## src/rtl/pipe_stage_elastic.sv

```systemverilog
// Elastic pipeline stage: valid/ready handshake, synchronous flush, optional two-entry skid buffer.
// The control field is zeroed in the register itself whenever the stage holds no entry.
module pipe_stage_elastic #(
    parameter int CTRL_W = 16,
    parameter int DATA_W = 320,
    parameter int SKID   = 1
) (
    input  logic              clk,
    input  logic              reset,
    input  logic              flush,
    input  logic              in_valid,
    output logic              in_ready,
    input  logic [CTRL_W-1:0] in_ctrl,
    input  logic [DATA_W-1:0] in_data,
    output logic              out_valid,
    input  logic              out_ready,
    output logic [CTRL_W-1:0] out_ctrl,
    output logic [DATA_W-1:0] out_data,
    output logic [1:0]        occupancy
);

    typedef enum logic [1:0] {
        ST_EMPTY = 2'd0,
        ST_FULL  = 2'd1,
        ST_SKID  = 2'd2
    } state_t;

    state_t            state;
    logic              out_valid_r;
    logic              in_ready_r;
    logic [1:0]        occ_r;
    logic [CTRL_W-1:0] main_ctrl;
    logic [DATA_W-1:0] main_data;
    logic [CTRL_W-1:0] skid_ctrl;
    logic [DATA_W-1:0] skid_data;
    logic              in_xfer;
    logic              out_xfer;

    // With the skid buffer, in_ready is a flop and never sees out_ready combinationally.
    assign in_ready  = (SKID != 0) ? in_ready_r : (!out_valid_r || out_ready);
    assign in_xfer   = in_valid && in_ready;
    assign out_xfer  = out_valid_r && out_ready;

    assign out_valid = out_valid_r;
    assign out_ctrl  = main_ctrl;
    assign out_data  = main_data;
    assign occupancy = occ_r;

    // NOTE: all state here is updated with <= so every register samples pre-edge values.
    always_ff @(posedge clk) begin
        if (reset) begin
            state       <= ST_EMPTY;
            out_valid_r <= 1'b0;
            in_ready_r  <= 1'b1;
            occ_r       <= 2'd0;
            main_ctrl   <= '0;
            // NOTE: datapath registers are reset too, so out_data reads zero right after reset.
            main_data   <= '0;
            skid_ctrl   <= '0;
            skid_data   <= '0;
        end else if (flush) begin
            // out_data is left alone; it is meaningless while out_valid is low.
            state       <= ST_EMPTY;
            out_valid_r <= 1'b0;
            in_ready_r  <= 1'b1;
            occ_r       <= 2'd0;
            main_ctrl   <= '0;
            skid_ctrl   <= '0;
        end else begin
            case (state)
                ST_EMPTY: begin
                    if (in_xfer) begin
                        main_ctrl   <= in_ctrl;
                        main_data   <= in_data;
                        state       <= ST_FULL;
                        out_valid_r <= 1'b1;
                        occ_r       <= 2'd1;
                    end
                end
                ST_FULL: begin
                    if (in_xfer && out_xfer) begin
                        main_ctrl <= in_ctrl;
                        main_data <= in_data;
                    end else if (out_xfer) begin
                        main_ctrl   <= '0;
                        state       <= ST_EMPTY;
                        out_valid_r <= 1'b0;
                        occ_r       <= 2'd0;
                    end else if (in_xfer) begin
                        // Only reachable with SKID=1: downstream stalled while in_ready was still high.
                        skid_ctrl  <= in_ctrl;
                        skid_data  <= in_data;
                        state      <= ST_SKID;
                        in_ready_r <= 1'b0;
                        occ_r      <= 2'd2;
                    end
                end
                ST_SKID: begin
                    if (out_xfer) begin
                        main_ctrl  <= skid_ctrl;
                        main_data  <= skid_data;
                        skid_ctrl  <= '0;
                        state      <= ST_FULL;
                        in_ready_r <= 1'b1;
                        occ_r      <= 2'd1;
                    end
                end
                default: begin
                    state       <= ST_EMPTY;
                    out_valid_r <= 1'b0;
                    in_ready_r  <= 1'b1;
                    occ_r       <= 2'd0;
                    main_ctrl   <= '0;
                end
            endcase
        end
    end

endmodule

```

## config.mk

```make
export PLATFORM = sky130hd
export DESIGN_NAME = pipe_stage_elastic
export DESIGN_NICKNAME = d
export VERILOG_FILES = /design/src/rtl/pipe_stage_elastic.sv
export SDC_FILE = /design/constraint.sdc
export NUM_CORES = 2
export LEC_CHECK = 0
export CAP_MARGIN = 20
export CORE_AREA = 8 8 258 260
export DETAILED_ROUTE_END_ITERATION = 16
export DIE_AREA = 0 0 266 268
export PLACE_DENSITY_LB_ADDON = 0.25
export RECOVER_POWER = 100
export SYNTH_ARGS = -nofsm -noshare
export SYNTH_HDL_FRONTEND = slang
export SYNTH_SLANG_ARGS = --single-unit
```

## constraint.sdc

```tcl
create_clock -name clk -period 1.7 [get_ports clk]
set_clock_uncertainty 0.1 [all_clocks]
set_input_delay 0.34 -clock clk [delete_from_list [all_inputs] [get_ports clk]]
set_output_delay 0.34 -clock clk [all_outputs]
set_load 0.1 [all_outputs]
```

==> run_results.csv <==
group,metric,value,unit
timing,worst_pin_slew,0.463,ns
floorplan,dieWidth,266,um
yosys,synth-seq-cells,676,
grt,track_usage,27.1,%
route,wire_per_inst,24.2,um
timing,setup_viol,697,
timing,hold_viol_final,0,
route,m1WireLength,42600,um
yosys,ys_types,34,
grt,grt_overflow,0,
critical_path,crit_buf_inv,5,
final_layout,final_common_cell,"dfxtp_1",
timing,hold_ws,0.193,ns
timing,setup_tns,-169.78,ns
route,drc,0,
critical_path,path_depth,9,
timing,min_period,2.06,ns
clock_tree,cts_buffers,73,
run,cap_violations,0,
route,wirelength,114000,um
critical_path,path_cells,"a21boi_4 -> buf_6 -> nor3b_4 -> buf_4 -> buf_12 -> clkbuf_16 -> clkbuf_16 -> nand2_1 -> a21oi_1",
timing,clock.fmax,485,MHz
floorplan,io_pins,681,
floorplan,start_util,44.5,%
clock_tree,htreeDepth,3,
placement,dp_hpwl,70200,um
yosys,avgSynthCellArea,9.01,um^2
grt,antenna_found_initial,34,
timing,maxSlewHeadroom,69.1,%
critical_path,worstReg2RegEnd,"skid_data[231]",
clock_tree,cts_sinks,676,
route,met3_wirelength,8690,um
grt,grt_pass1_wl,153000,um
critical_path,critPathMostFrequentCell,"clkbuf_16",
clock_tree,insertion_delay,0.61,ns
timing,slew_viol_final,0,
timing,fin_crit_sh,121,%
critical_path,crit_path_start,"occupancy[0]",
clock_tree,clockBufferDepth,3,
critical_path,cp_max_fo,8,
placement,gp_congestion,0.865,
critical_path,cp_data_arrival_time,2.50,ns
critical_path,start_kind,"flop",
route,wl_met2,56800,um
floorplan,num_rows,92,
route,ant_nets,0,
timing,fin_ws,-0.363,ns
floorplan,fp.coreArea,0.0624,mm^2
critical_path,required,2.13,ns
final_layout,syn_to_final_growth,65.2,%
critical_path,path_class,"reg2reg",
critical_path,r2r_start,"occupancy[0]",
route,via_per_inst,5.74,
placement,dp_slack,-0.720,ns
placement,portBuffers,680,
run_status,violations,"setup timing",
critical_path,end_kind,"flop",
critical_path,cp_top_family,"buffers and inverters",
floorplan,fp.dieH,268,um
route,dr.pass1.iters,5,
hold_path,hp-class,"in2reg",
critical_path,rrSetupSlack,-0.36,ns
final_layout,nets,4118,
yosys,netlist_instances,3081,
yosys,synth-seq-area-share,48.8,%
power,leakage,18.7,nW
route,vias,27000,
power,p_per_area,1030,mW/mm^2
clock_tree,cts_root_buf,"clkbuf_16",
critical_path,cp-endpoint,"skid_data[231]",
grt,grt_max_degree,74,
critical_path,slowest_delay,0.37,ns
yosys,synth_area,0.0278,mm^2
final_layout,drive_gt1_share,29.5,%
critical_path,slowest_stage,"dfxtp_4",
grt,grt_pass1_vias,25200,
yosys,synth_fp_nets,3422,
final_layout,final_cell_mix,"dfxtp_1 (672), nand2_1 (586), a21oi_1 (544), buf_12 (427), clkdlybuf4s50_1 (339)",
critical_path,reg2regPathDepth,9,
clock_tree,cts_tree,"yes",
floorplan,die-area,0.0713,mm^2
run_status,status,"complete, but fails checks",
clock_tree,clk_transition_reported_paths,0.06,ns
route,dr.first_iter.drc_count,2445,
power,max-vdd-ir-drop,0.000894,V
yosys,ys_warn_count,0,
route,top_layer,"met5",
timing,rsz0062_at_grt,"true",
==> power by group <==
| part | switching, mW | internal [mW] |
|---|---|---|
| combinational | 8.31 | 5.11 |
| clock | 6.72 | 9.48 |
| sequential | 0.915 | 16.6 |
==> repair_timing <==
action                                  in CTS  in global routing
pin swaps                                    3                134
hold endpoints to repair                     1                  0
hold buffers                                 1                  0
setup buffers                               15                 18
cloned                                      12                 47
resized for setup                           59                311
endpoints found under the setup margin     726                772
==> worst min path at each step <==
| stage | start | depth (start not counted) | slack, ns | end |
|---|---|---|---|---|
| final | in_data[55] | 3 | 0.19 | skid_data[55] |
| after detailed placement | skid_ctrl[6] | 2 | 0.34 | skid_ctrl[6] |
| after global routing | in_data[23] | 3 | 0.17 | skid_data[23] |
| after CTS | in_data[55] | 3 | 0.16 | skid_data[55] |
| after global placement | skid_ctrl[12] | 2 | 0.34 | skid_ctrl[12] |
| after floorplan | skid_ctrl[0] | 2 | 0.33 | skid_ctrl[0] |
==> kinds of logic after synthesis <==
| kind of cell | count (synthesis) | share of synthesized area (%) |
|---|---|---|
| compound gates | 1037 | 23.6 |
| buf+inv | 309 | 5.32 |
| flops | 676 | 48.8 |
| mux | 337 | 12.2 |
| simple gates | 722 | 10.2 |
==> worst register-to-register path: stages, from the launching register on <==
cell	delay, ns
dfxtp_4	0.37
a21boi_4	0.26
buf_6	0.14
nor3b_4	0.19
buf_4	0.16
buf_12	0.13
clkbuf_16	0.22
clkbuf_16	0.20
nand2_1	0.07
a21oi_1	0.14
==> routing by layer <==
layer  up-vias  global-route usage, %
met5         -                      0
met4        18                   13.6
met3       336                   7.64
met2      1148                   45.2
met1     13200                   31.8
li1      12300                      -
==> flip-flops by register name, indices dropped and copies added (netlist names) <==
register   flops
out_ctrl      16
out_valid      1
skid_ctrl     16
skid_data    320
in_ready       1
occupancy      2
out_data     320
==> stage by stage <==
step	power, mW	instance area [um^2]	util [%]	std cells
after floorplan	25.1	28600	-	3081
after global placement	30.3	40300	64.6	4458
after detailed placement	30.4	40300	64.6	4458
after CTS	46.7	43400	69.6	4615
after global routing	48.4	45800	73.5	4700
final	47.2	45900	73.5	4705
==> layout make-up <==
type                    instances  area, um^2
fillers                      4077       16500
repair buffers                930       14400
multi-input cells            2096       14300
flip-flops and latches        676       13500
clock buffers                 106        2160
well taps                     846        1060
clock inverters                23         259
diodes                         28        70.1
==> cells in the mapped netlist <==
master    number  area (um^2)
a21oi_1      677         3390
dfxtp_1      676        13500
nand2_1      675         2530
mux2i_1      337         3370
a211oi_1     221         1660
buf_2        140          701
clkbuf_1     135          507
a211oi_2     100         1250
nand3_1       17         85.1
nand4_1       16          100
o21ai_0       16         80.1
o22ai_1       16          100
buf_4         14          105
buf_6         11          124
buf_1          7         26.3
and2_1         2         12.5
nand3b_1       2         15.0
nor2_1         2         7.51
o21bai_1       2         15.0
a21boi_1       1         7.51
a21boi_2       1         11.3
and3b_1        1         8.76
clkbuf_2       1         5.00
clkbuf_4       1         7.51
nand2b_1       1         6.26
nand3b_4       1         20.0
nand4b_1       1         8.76
nor2b_1        1         6.26
nor3_1         1         5.00
nor3b_2        1         12.5
o21ba_2        1         10.0
o22a_1         1         8.76
o31ai_2        1         12.5
or2_2          1         6.26
Power figures use the tool's default switching activity.
